## src/rtl/uart_pkg.sv

```systemverilog
// ============================================================================
// uart_pkg : shared UART receive types, parity codes and prescale constants
// Rev 1.0
// ============================================================================
`default_nettype none

package uart_pkg;

  localparam int unsigned DATA_WIDTH_DEF = 8;

  localparam int unsigned PRESCALE_8  = 8;
  localparam int unsigned PRESCALE_16 = 16;
  localparam int unsigned PRESCALE_32 = 32;

  typedef enum logic [2:0] {
    ST_IDLE   = 3'd0,
    ST_START  = 3'd1,
    ST_DATA   = 3'd2,
    ST_PARITY = 3'd3,
    ST_STOP   = 3'd4
  } rx_state_e;

  typedef enum logic {
    PAR_EVEN = 1'b0,
    PAR_ODD  = 1'b1
  } par_typ_e;

  function automatic logic prescale_legal(input int unsigned p);
    return (p == PRESCALE_8) || (p == PRESCALE_16) || (p == PRESCALE_32);
  endfunction

endpackage

`default_nettype wire

```

## src/rtl/uart_rx_edge_bit_counter.sv

```systemverilog
// ============================================================================
// uart_rx_edge_bit_counter : per-bit oversampling edge counter and data-bit
// counter with bit-end / sample-point strobes. Macro: UART_RX_MAJORITY_VOTE_EN
// Rev 1.0
// ============================================================================
`default_nettype none

module uart_rx_edge_bit_counter
  import uart_pkg::*;
#(
  parameter int DATA_WIDTH = DATA_WIDTH_DEF,
  parameter int PRESCALE_W = 6
) (
  input  logic                  CLK,
  input  logic                  RST,
  input  logic                  en_i,
  input  logic                  data_en_i,
  input  logic [PRESCALE_W-1:0] prescale_i,
  output logic                  bit_end_o,
  output logic                  sample_point_o,
`ifdef UART_RX_MAJORITY_VOTE_EN
  output logic                  vote_early_o,
  output logic                  vote_mid_o,
`endif
  output logic                  last_bit_o
);

  localparam int BCW = (DATA_WIDTH > 1) ? $clog2(DATA_WIDTH) : 1;
  localparam logic [PRESCALE_W-1:0] ONE_P    = PRESCALE_W'(1);
  localparam logic [BCW-1:0]        ONE_B    = BCW'(1);
  localparam logic [BCW-1:0]        LAST_BIT = BCW'(DATA_WIDTH - 1);

  logic [PRESCALE_W-1:0] edge_cnt_q, edge_cnt_d;
  logic [BCW-1:0]        bit_cnt_q, bit_cnt_d;
  logic [PRESCALE_W-1:0] half_w;

  assign half_w     = prescale_i >> 1;
  assign bit_end_o  = en_i && (edge_cnt_q == (prescale_i - ONE_P));
  assign last_bit_o = (bit_cnt_q == LAST_BIT);

`ifdef UART_RX_MAJORITY_VOTE_EN
  // Decision lands one edge after mid-bit, once all three votes are in.
  assign vote_early_o   = en_i && (edge_cnt_q == (half_w - ONE_P));
  assign vote_mid_o     = en_i && (edge_cnt_q == half_w);
  assign sample_point_o = en_i && (edge_cnt_q == (half_w + ONE_P));
`else
  assign sample_point_o = en_i && (edge_cnt_q == half_w);
`endif

  always_comb begin
    edge_cnt_d = edge_cnt_q;
    bit_cnt_d  = bit_cnt_q;
    if (!en_i) begin
      edge_cnt_d = '0;
      bit_cnt_d  = '0;
    end else if (bit_end_o) begin
      edge_cnt_d = '0;
      if (data_en_i) begin
        bit_cnt_d = last_bit_o ? '0 : (bit_cnt_q + ONE_B);
      end
    end else begin
      edge_cnt_d = edge_cnt_q + ONE_P;
    end
  end

  always_ff @(posedge CLK or negedge RST) begin
    if (!RST) begin
      edge_cnt_q <= '0;
      bit_cnt_q  <= '0;
    end else begin
      edge_cnt_q <= edge_cnt_d;
      bit_cnt_q  <= bit_cnt_d;
    end
  end

endmodule

`default_nettype wire

```

## src/rtl/uart_rx_controller.sv

```systemverilog
// ============================================================================
// uart_rx_controller : UART receive frame FSM (start/data/parity/stop) with
// registered outputs. Macro: UART_RX_MAJORITY_VOTE_EN (3-sample bit voting)
// Rev 1.0
// ============================================================================
`default_nettype none

module uart_rx_controller
  import uart_pkg::*;
#(
  parameter int DATA_WIDTH = DATA_WIDTH_DEF,
  parameter int PRESCALE_W = 6
) (
  input  logic                  CLK,
  input  logic                  RST,
  input  logic                  RX_IN,
  input  logic                  PAR_EN,
  input  logic                  PAR_TYP,
  input  logic [PRESCALE_W-1:0] Prescale,
  output logic [DATA_WIDTH-1:0] P_DATA,
  output logic                  Data_Valid,
  output logic                  Par_Err,
  output logic                  Stop_Err,
  output logic                  Busy
);

  rx_state_e             state_q, state_d;
  logic [PRESCALE_W-1:0] presc_q, presc_d;
  logic                  par_en_q, par_en_d;
  par_typ_e              par_typ_q, par_typ_d;
  logic [DATA_WIDTH-1:0] shift_q, shift_d;
  logic [DATA_WIDTH-1:0] pdata_q, pdata_d;
  logic                  dv_q, dv_d;
  logic                  par_err_q, par_err_d;
  logic                  stop_err_q, stop_err_d;
  logic                  busy_q, busy_d;

  logic cnt_en_w, bit_end_w, sample_point_w, last_bit_w, sample_w;

  assign cnt_en_w = (state_q != ST_IDLE);

`ifdef UART_RX_MAJORITY_VOTE_EN
  logic vote_early_w, vote_mid_w;
  logic v_early_q, v_mid_q;

  always_ff @(posedge CLK or negedge RST) begin
    if (!RST) begin
      v_early_q <= 1'b0;
      v_mid_q   <= 1'b0;
    end else begin
      if (vote_early_w) v_early_q <= RX_IN;
      if (vote_mid_w)   v_mid_q   <= RX_IN;
    end
  end

  assign sample_w = (v_early_q & v_mid_q) | (v_early_q & RX_IN) | (v_mid_q & RX_IN);
`else
  assign sample_w = RX_IN;
`endif

  uart_rx_edge_bit_counter #(
    .DATA_WIDTH (DATA_WIDTH),
    .PRESCALE_W (PRESCALE_W)
  ) u_cnt (
    .CLK            (CLK),
    .RST            (RST),
    .en_i           (cnt_en_w),
    .data_en_i      (state_q == ST_DATA),
    .prescale_i     (presc_q),
    .bit_end_o      (bit_end_w),
    .sample_point_o (sample_point_w),
`ifdef UART_RX_MAJORITY_VOTE_EN
    .vote_early_o   (vote_early_w),
    .vote_mid_o     (vote_mid_w),
`endif
    .last_bit_o     (last_bit_w)
  );

  always_comb begin
    state_d    = state_q;
    presc_d    = presc_q;
    par_en_d   = par_en_q;
    par_typ_d  = par_typ_q;
    shift_d    = shift_q;
    pdata_d    = pdata_q;
    dv_d       = 1'b0;
    par_err_d  = par_err_q;
    stop_err_d = stop_err_q;
    case (state_q)
      ST_IDLE: begin
        // An illegal prescale never starts a frame, so the counter cannot run away.
        if (!RX_IN && prescale_legal(32'(Prescale))) begin
          state_d    = ST_START;
          presc_d    = Prescale;
          par_en_d   = PAR_EN;
          par_typ_d  = par_typ_e'(PAR_TYP);
          par_err_d  = 1'b0;
          stop_err_d = 1'b0;
        end
      end
      ST_START: begin
        if (sample_point_w && sample_w) state_d = ST_IDLE;
        else if (bit_end_w)             state_d = ST_DATA;
      end
      ST_DATA: begin
        if (sample_point_w) shift_d = {sample_w, shift_q[DATA_WIDTH-1:1]};
        if (bit_end_w && last_bit_w) state_d = par_en_q ? ST_PARITY : ST_STOP;
      end
      ST_PARITY: begin
        if (sample_point_w && (sample_w != ((^shift_q) ^ (par_typ_q == PAR_ODD))))
          par_err_d = 1'b1;
        if (bit_end_w) state_d = ST_STOP;
      end
      ST_STOP: begin
        if (sample_point_w && !sample_w) stop_err_d = 1'b1;
        if (bit_end_w) begin
          state_d = ST_IDLE;
          // Stop_Err still clear here means the stop sample was a 1.
          if (!stop_err_q && !par_err_q) begin
            pdata_d = shift_q;
            dv_d    = 1'b1;
          end
        end
      end
      default: state_d = ST_IDLE;
    endcase
    busy_d = (state_d != ST_IDLE);
  end

  always_ff @(posedge CLK or negedge RST) begin
    if (!RST) begin
      state_q    <= ST_IDLE;
      presc_q    <= '0;
      par_en_q   <= 1'b0;
      par_typ_q  <= PAR_EVEN;
      shift_q    <= '0;
      pdata_q    <= '0;
      dv_q       <= 1'b0;
      par_err_q  <= 1'b0;
      stop_err_q <= 1'b0;
      busy_q     <= 1'b0;
    end else begin
      state_q    <= state_d;
      presc_q    <= presc_d;
      par_en_q   <= par_en_d;
      par_typ_q  <= par_typ_d;
      shift_q    <= shift_d;
      pdata_q    <= pdata_d;
      dv_q       <= dv_d;
      par_err_q  <= par_err_d;
      stop_err_q <= stop_err_d;
      busy_q     <= busy_d;
    end
  end

  assign P_DATA     = pdata_q;
  assign Data_Valid = dv_q;
  assign Par_Err    = par_err_q;
  assign Stop_Err   = stop_err_q;
  assign Busy       = busy_q;

endmodule

`default_nettype wire
```

## config.mk

```make
export PLATFORM = sky130hd
export DESIGN_NAME = uart_rx_controller
export DESIGN_NICKNAME = d
export VERILOG_FILES = /design/src/rtl/uart_pkg.sv /design/src/rtl/uart_rx_edge_bit_counter.sv /design/src/rtl/uart_rx_controller.sv
export SDC_FILE = /design/constraint.sdc
export NUM_CORES = 1
export LEC_CHECK = 0
export ABC_AREA = 1
export ABC_CLOCK_PERIOD_IN_PS = 5700
export BUFFER_PORTS_ARGS = -buffer_cell sky130_fd_sc_hd__buf_2
export CORE_UTILIZATION = 55
export DETAILED_ROUTE_END_ITERATION = 10
export GPL_TIMING_DRIVEN = 1
export PLACE_DENSITY = 0.85
export SYNTH_ARGS = -nofsm -noshare
export SYNTH_HDL_FRONTEND = slang
export SYNTH_SLANG_ARGS = --single-unit
```

## constraint.sdc

```tcl
create_clock -name CLK -period 5.7 [get_ports CLK]
set_clock_uncertainty 0.2 [all_clocks]
set_input_delay 0.57 -clock CLK [delete_from_list [all_inputs] [get_ports CLK]]
set_output_delay 0.57 -clock CLK [all_outputs]
set_load 0.01 [all_outputs]
```

==> results of run 1 <==
[Yosys cell counts]
cell type	instances	area (sq um)
inv_2	4	15.0
xnor2_1	6	52.6
nand4_2	1	12.5
o21ai_0	14	70.1
o21ai_1	3	15.0
a211o_1	1	8.76
or2_2	1	6.26
nand3_4	2	35.0
nor2_8	1	20.0
nand4_1	2	12.5
nor2_1	26	97.6
nand2_1	77	289
nand3_2	2	20.0
dfrtp_1	40	1000
a21oi_2	1	8.76
inv_1	36	135
nand3_1	14	70.1
a21oi_1	1	5.00
nor3_1	8	40.0
nor3b_1	2	15.0
ha_1	4	50.1
o31ai_1	1	7.51
buf_6	1	11.3
xor2_1	6	52.6
nor2_2	2	12.5
nor3_2	1	10.0
o21a_1	1	7.51
nand2_2	5	31.3
buf_2	2	10.0
o22ai_1	1	6.26
o21ai_2	7	61.3
nand4_4	1	21.3
[cell type report]
| type | instances | area share [%] |
|---|---|---|
| clock inverters | 3 | 1.72 |
| multi-input cells | 191 | 42.0 |
| flip-flops and latches | 40 | 40.5 |
| clock buffers | 5 | 2.78 |
| repair buffers | 22 | 4.46 |
| inverters | 40 | 6.08 |
| well taps | 48 | 2.43 |
[flip-flops by register name, indices dropped and copies added, names as in the netlist, 3 cells and up]
register and cells:
state_q 3, shift_q 8, u_cnt.edge_cnt_q 6, u_cnt.bit_cnt_q 3, presc_q 6, P_DATA 8
[stage by stage]
step / worst slack (ns) / util (%)
4_1_cts: 3.51 / 65.5
3_3_place_gp: 3.56 / 62.6
3_5_place_dp: 3.52 / 62.6
6_report: 3.51 / 65.5
2_1_floorplan: 3.72 / -
5_1_grt: 3.32 / 65.5
[cell families (layout without fill, tap and decap cells)]
family | count (synthesis) | in the layout
AOI/OAI and AO/OA | 30 | 30
adders and majority gates | 4 | 4
DFF | 40 | 40
and+or+nand+nor | 145 | 145
buffers and inverters | 43 | 70
xor gates and xnor gates | 12 | 12
[power by group through the flow]
stage	clock network [uW]	logic [uW]	registers, uW
after detailed placement	0	14.8	291
after floorplan	0	3.68	291
after global placement	0	14.5	291
after global routing	248	16.8	285
final	235	14.2	285
after CTS	236	14.8	285
[per-layer routing]
metal	vias to the layer above	part of all wire [%]
met1	867	45
met5	-	0
li1	910	-
met2	50	48
met4	0	1.5
met3	10	5.4
[path summary, 6_finish.rpt]
path | from | end | slack, ns | cells after the start
setup / recovery | presc_q[0] | P_DATA[1] | 3.51 | 9
hold reg to reg | u_cnt.bit_cnt_q[2] | u_cnt.bit_cnt_q[2] | 0.29 | 2
setup reg to reg | presc_q[0] | P_DATA[1] | 3.51 | 9
hold / removal | RST | u_cnt.bit_cnt_q[2] | 0.17 | 1
min in group CLK | PAR_TYP | par_typ_q | 0.29 | 3
max in group asynchronous | RST | state_q[2] | 4.58 | 1
==> key figures, run 1 <==
Outcome
  – Outcome: finished, final reports clean

Detailed routing
  – Post-route DRC: 0
  – DRT Pass-1 Iters: 5
  – Vias: 1,837
  – Final ANT Viol Nets: 0
  – Post-Route WL: 4.54 mm
  – DR WL/cell: 13.0 microns
  – Via density per instance: 5.26
  – First DRT Iteration DRCs: 89

Synthesis
  – Sequential fraction of the synthesis area: 45.3%
  – Mux cell area share after synthesis: 0%
  – Post-synthesis register bit count: 40
  – Post-Syn Area: 2210 sq um
  – Yosys Warn Count: 0
  – Synth cell types: 32
  – XOR/XNOR share of the synthesized area: 4.75%
  – Synth Area in Compound Gates: 8.60%
  – Main combinational cell family by area after synthesis: simple AND/OR/NAND/NOR gates
  – Syn nets: 289
  – Cells after Synth: 274
  – Simple-gate share of the synthesized area: 31.4%
  – Post-Synth Adder-Cell Area: 2.26%
  – Post-Syn Area per Cell: 8.07 sq um

Timing
  – Final setup TNS: 0 ns
  – Slew headroom: 42.8%
  – Final Hold Vio Count: 0
  – Worst Tran Pin Value: 0.858 ns
  – Slew Limit Fails: 0
  – Fin crit share: 38.4%
  – RSZ-0062 raised after global routing: false
  – # setup viols final: 0
  – Hold_ws: 0.169 ns
  – Fmax: 457 MHz
  – Period minus WS final: 2.19 ns

Worst setup path
  – Worst Path Required: 5.69 ns
  – Slowest CP cell: dfrtp_1
  – Crit. End Element: register
  – CP bufs+invs: 1
  – Largest delay share family, worst path: simple AND/OR/NAND/NOR gates
  – Crit start category: register
  – CP Cell Sequence: inv_1 -> ha_1 -> xnor2_1 -> nor2_2 -> nand3_2 -> nor2_8 -> nand3_4 -> nand2_1 -> o21ai_2
  – Crit-path max FO: 16
  – Critical Path Max Stage Delay: 0.43 ns
  – CP Class: reg -> reg
  – Data arrival, critical path: 2.18 ns

Clock tree
  – Clock sinks: 40
  – Clk root buf: clkbuf_8
  – CTS buffer count: 5
  – CTS tree: yes
  – H-tree depth: 2
  – Clock Latency Late Sink: 0.30 ns
  – Clk buf depth: 2
  – Reg clk slew, reported paths: 0.08 ns
  – Cts repair resizes: 0
  – CTS Hold Bufs: 0
  – Setup bufs post-CTS: 0

Pwr
  – Flop pwr share: 53.4%
  – Pwr dens: 216 nW/um^2
  – Logic pwr share: 2.7%
  – Clock group share of total power: 43.9%
  – Internal: 418 uW
  – Max VDD drop: 0.000229 V
  – Overall power: 534 uW
  – Pleak: 0.00130 uW
  – Sw Pwr: 115 uW
  – Sw Ratio: 21.6%

Final layout
  – # fillers: 307
  – Layout cells sized above 1: 19.3%
  – Commonest non-fill, non-tap cell in the layout: nand2_1
  – Register area: 1000 sq um
  – Final std cells w/o fill: 349
  – P&R area growth vs syn: 11.8%
  – Most frequent cells in the layout: nand2_1, dfrtp_1, inv_1
  – Area of the multi-input gates: 1040 sq um
  – # diodes: 0
  – Fin area: 2470 sq um
  – Nets: 315

GRT
  – Gr usage total: 25.3%
  – M1 GR Usage: 32.6%
  – Vias in the first global route: 1,876
  – Grt met3 use: 5.56%
  – Initial antenna violation count: 0
  – Global-route wire length before repair: 8.18 mm
  – Global route hottest layer: met2
  – Met2 usage: 41.8%
  – GRT overflow: 0
  – Largest net degree at the start of global routing: 41

Flow run
  – Max cap viols: 0

Worst hold path
  – HP Class: in -> async

Die
  – Die ar.: 4280 sq um
  – Core area: 3770 sq um
  – Die Wd: 65.4 microns
  – Initial Util: 58.6%
  – Num rows: 22
  – Chip height: 65.4 microns
  – Top-level port count: 23

Placement
  – Dpl hpwl: 3.30 mm
  – I/O Buffers: 22
  – Area post-placement: 2360 sq um
  – RePlAce Congestion: 0.869
  – Placed Cells: 341
No activity file was read; power rests on OpenSTA's default activity.
==> run 2: changes to the inputs <==
--- a/config.mk
+++ b/config.mk
@@ -5,13 +5,13 @@
 export SDC_FILE = /design/constraint.sdc
 export NUM_CORES = 1
 export LEC_CHECK = 0
-export ABC_AREA = 1
-export ABC_CLOCK_PERIOD_IN_PS = 5700
+export ABC_AREA = 0
+export ABC_CLOCK_PERIOD_IN_PS = 2200
 export BUFFER_PORTS_ARGS = -buffer_cell sky130_fd_sc_hd__buf_2
 export CORE_UTILIZATION = 55
 export DETAILED_ROUTE_END_ITERATION = 10
 export GPL_TIMING_DRIVEN = 1
-export PLACE_DENSITY = 0.85
+export PLACE_DENSITY = 0.86
 export SYNTH_ARGS = -nofsm -noshare
 export SYNTH_HDL_FRONTEND = slang
 export SYNTH_SLANG_ARGS = --single-unit
==> constraint.sdc (replaced) <==
create_clock -name CLK -period 2.2 [get_ports CLK]
set_clock_uncertainty 0.2 [all_clocks]
set_input_delay 0.22 -clock CLK [delete_from_list [all_inputs] [get_ports CLK]]
set_output_delay 0.22 -clock CLK [all_outputs]
set_load 0.01 [all_outputs]
==> key figures, run 2 <==
Flow run
  – Max cap viols: 0 (unchanged)

Timing
  – Setup ws final: -0.501 ns (-4.01 ns)
  – Final setup TNS: -9.49 ns (-9.49 ns)
  – Period minus WS final: 2.70 ns (+0.511 ns)
  – Final Hold Vio Count: 0 (unchanged)
  – RSZ-0062 raised after global routing: true
  – Slew Limit Fails: 0 (unchanged)
  – Worst Tran Pin Value: 0.871 ns (+0.0128 ns)
  – Fmax: 370 MHz (-19%)
  – Slew headroom: 41.9% (-0.85 points)
  – Fin crit share: 123% (+84 points)
  – # setup viols final: 22 (+22)

Worst setup path
  – Worst Path Required: 2.25 ns (-3.44 ns)
  – Data arrival, critical path: 2.75 ns (+0.57 ns)
  – Register-to-Register Setup Slack: -0.50 ns (-4.01 ns)
  – CP Cell Sequence: or4_4 -> or3_4 -> a2111oi_4 -> and3_4 -> buf_12 -> mux2_2
  – Slowest CP cell: or4_4
  – Worst Setup EP: P_DATA[6]
  – Crit start category: register
  – Crit. Startpoint: presc_q[1]
  – Critical Path Max Stage Delay: 0.53 ns (+0.10 ns)
  – Crit-path max FO: 5 (-11)
  – RR Startpoint: presc_q[1]
  – Worst-case reg-to-reg path depth: 6 (-3)
  – RR Endpoint: P_DATA[6]
  – CP Class: reg -> reg
  – Crit. End Element: register

Detailed routing
  – Vias: 1,621 (-12%)
  – Post-route DRC: 0 (unchanged)
  – First DRT Iteration DRCs: 106 (+19%)
  – DRT Pass-1 Iters: 4 (-1)
  – Final ANT Viol Nets: 0 (unchanged)
  – Via density per instance: 5.79 (+10%)
  – Post-Route WL: 4.98 mm (+9.6%)
  – DR WL/cell: 17.8 microns (+37%)

Synthesis
  – Top post-synthesis cells by area: dfrtp_1, mux2_2, xnor2_1, xor2_1, ha_1
  – Synth cell types: 40 (+25%)
  – Yosys top cell area share: 49.6% (+4.3 points)
  – Post-Syn Area: 2020 sq um (-8.7%)
  – EDFF count, synth: 0 (unchanged)
  – Most common cell in the netlist: dfrtp_1
  – Prevailing post-synth register cell: dfrtp_1
  – Area leader, netlist: dfrtp_1
  – Post-Syn Area per Cell: 11.6 sq um (+44%)
  – Cells after Synth: 174 (-36%)
  – Syn nets: 189 (-35%)
  – Top cells by count, synth: dfrtp_1, mux2_2, xnor2_1
  – Yosys Warn Count: 0 (unchanged)
  – Ys async rst share: 100% (unchanged)
  – Sequential fraction of the synthesis area: 49.6% (+4.3 points)
  – Post-synthesis register bit count: 40 (unchanged)

Placement
  – Dpl hpwl: 3.17 mm (-4.0%)
  – Placed Cells: 258 (-24%)
  – Placement Setup Slack: -0.469 ns (-3.99 ns)
  – RePlAce Congestion: 0.841 (-3.2%)
  – I/O Buffers: 22 (unchanged)

Final layout
  – Final std cells w/o fill: 280 (-20%)
  – Commonest non-fill, non-tap cell in the layout: dfrtp_1
  – Layout cells sized above 1: 42.3% (+23 points)
  – Nets: 249 (-21%)
  – P&R area growth vs syn: 33.0%
  – # diodes: 0 (unchanged)
  – Most frequent cells in the layout: dfrtp_1, buf_2, buf_4

GRT
  – Largest net degree at the start of global routing: 41 (unchanged)
  – Global-route wire length before repair: 8.05 mm (-1.6%)
  – GRT overflow: 0 (unchanged)
  – Initial antenna violation count: 0 (unchanged)
  – Gr usage total: 26.9% (+1.6 points)
  – Vias in the first global route: 1,672 (-11%)

Pwr
  – Pwr dens: 591 nW/um^2 (+170%)
  – Pleak: 0.00127 uW (-2.6%)
  – Overall power: 1590 uW (+200%)
  – Max VDD drop: 0.000479 V (+110%)

Die
  – Die ar.: 3920 sq um (-8.4%)
  – Die Wd: 62.6 microns (-4.3%)
  – Initial Util: 59.1% (+0.49 points)
  – Num rows: 21 (-4.5%)
  – Chip height: 62.6 microns (-4.3%)
  – Core area: 3420 sq um (-9.4%)
  – Top-level port count: 23 (unchanged)

Clock tree
  – CTS tree: yes
  – Clk root buf: clkbuf_4
  – Reg clk slew, reported paths: 0.12 ns (+0.04 ns)
  – Clock sinks: 40 (unchanged)
  – H-tree depth: 2 (unchanged)
  – Clk buf depth: 2 (unchanged)
  – CTS buffer count: 5 (unchanged)
  – Clock Latency Late Sink: 0.36 ns (+0.06 ns)

Worst hold path
  – HP Class: in -> reg

Outcome
  – Outcome: complete, but fails checks
  – Failing checks: setup timing
[run 2: cell count changes in the layout (fill, tap and decap cells not counted), moves of 19 or more]
cell,previous run,this run
nor2_1,26,7
mux2_2,0,19
nand2_1,77,9
inv_1,36,3
buf_4,0,22
[run 2: per-layer routing]
metal  global-route usage [%]  share of wire [%]  vias to the layer above
met4                     14.2                3.3                        0
met1                     33.3                 42                      804
li1                         -                  -                      744
met2                     45.0                 50                       57
met3                     4.74                4.6                       16
met5                        0                  0                        -
[run 2: power breakdown]
group / internal, uW / switching (uW)
Clock: 117 / 248
Sequential: 775 / 36.2
Combinational: 201 / 211
[run 2: kinds of logic (layout without fill, tap and decap cells)]
| logic type | count (synthesis) | in the layout | synth area share, % |
|---|---|---|---|
| XOR/XNOR | 25 | 25 | 10.8 |
| buffers and inverters | 9 | 69 | 2.23 |
| flip-flops | 40 | 40 | 49.6 |
| AND/OR/NAND/NOR | 52 | 52 | 14.2 |
| AO/OA/AOI/OAI | 22 | 22 | 8.49 |
| adder cells (fa/ha/maj) | 4 | 4 | 2.48 |
| multiplexers | 22 | 22 | 12.2 |
[run 2: worst min path at each step]
| stage | start | to | slack (ns) | depth (start not counted) |
|---|---|---|---|---|
| finish | Prescale[2] | par_typ_q | 0.05 | 4 |
| global route | Prescale[2] | par_typ_q | 0.05 | 4 |
| CTS | RX_IN | shift_q[7] | 0.02 | 2 |
| detailed placement | RST | u_cnt.bit_cnt_q[0] | 0.18 | 1 |
| global placement | RST | u_cnt.edge_cnt_q[2] | 0.17 | 1 |
| floorplan | RST | Busy | -0.28 | 0 |
[run 2: what timing repair did]
item | in CTS | in global routing
cloned | 0 | 1
pin swaps | 10 | 9
endpoints found under the setup margin | 22 | 22
hold buffers | 6 | 1
buffers inserted | 1 | 6
hold endpoints to repair | 45 | 1
resized for setup | 19 | 9
[run 2: final cells by class]
type / instances / area (sq um)
Multi-Input combinational cell: 125 / 1090
Sequential cell: 40 / 1000
Fill cell: 183 / 729
Timing Repair Buffer: 59 / 479
Tap cell: 46 / 57.6
Clock buffer: 5 / 37.5
Clock inverter: 2 / 12.5
Inverter: 3 / 11.3
[run 2: critical path: cells and delay by family (launching register included)]
kind,cells,cell delay [ns]
buf+inv,1,0.12
mux,1,0.33
simple gates,3,1.16
flops,1,0.43
compound gates,1,0.35
[run 2: metrics by stage]
stage | area, sq um | hold slack, ns | utilization [%]
after global placement | 2340 | 0.166 | 68.4
after CTS | 2540 | 0.0204 | 74.5
after detailed placement | 2340 | 0.183 | 68.4
final | 2690 | 0.0525 | 78.6
after global routing | 2690 | 0.0475 | 78.6
after floorplan | 2030 | -0.276 | -
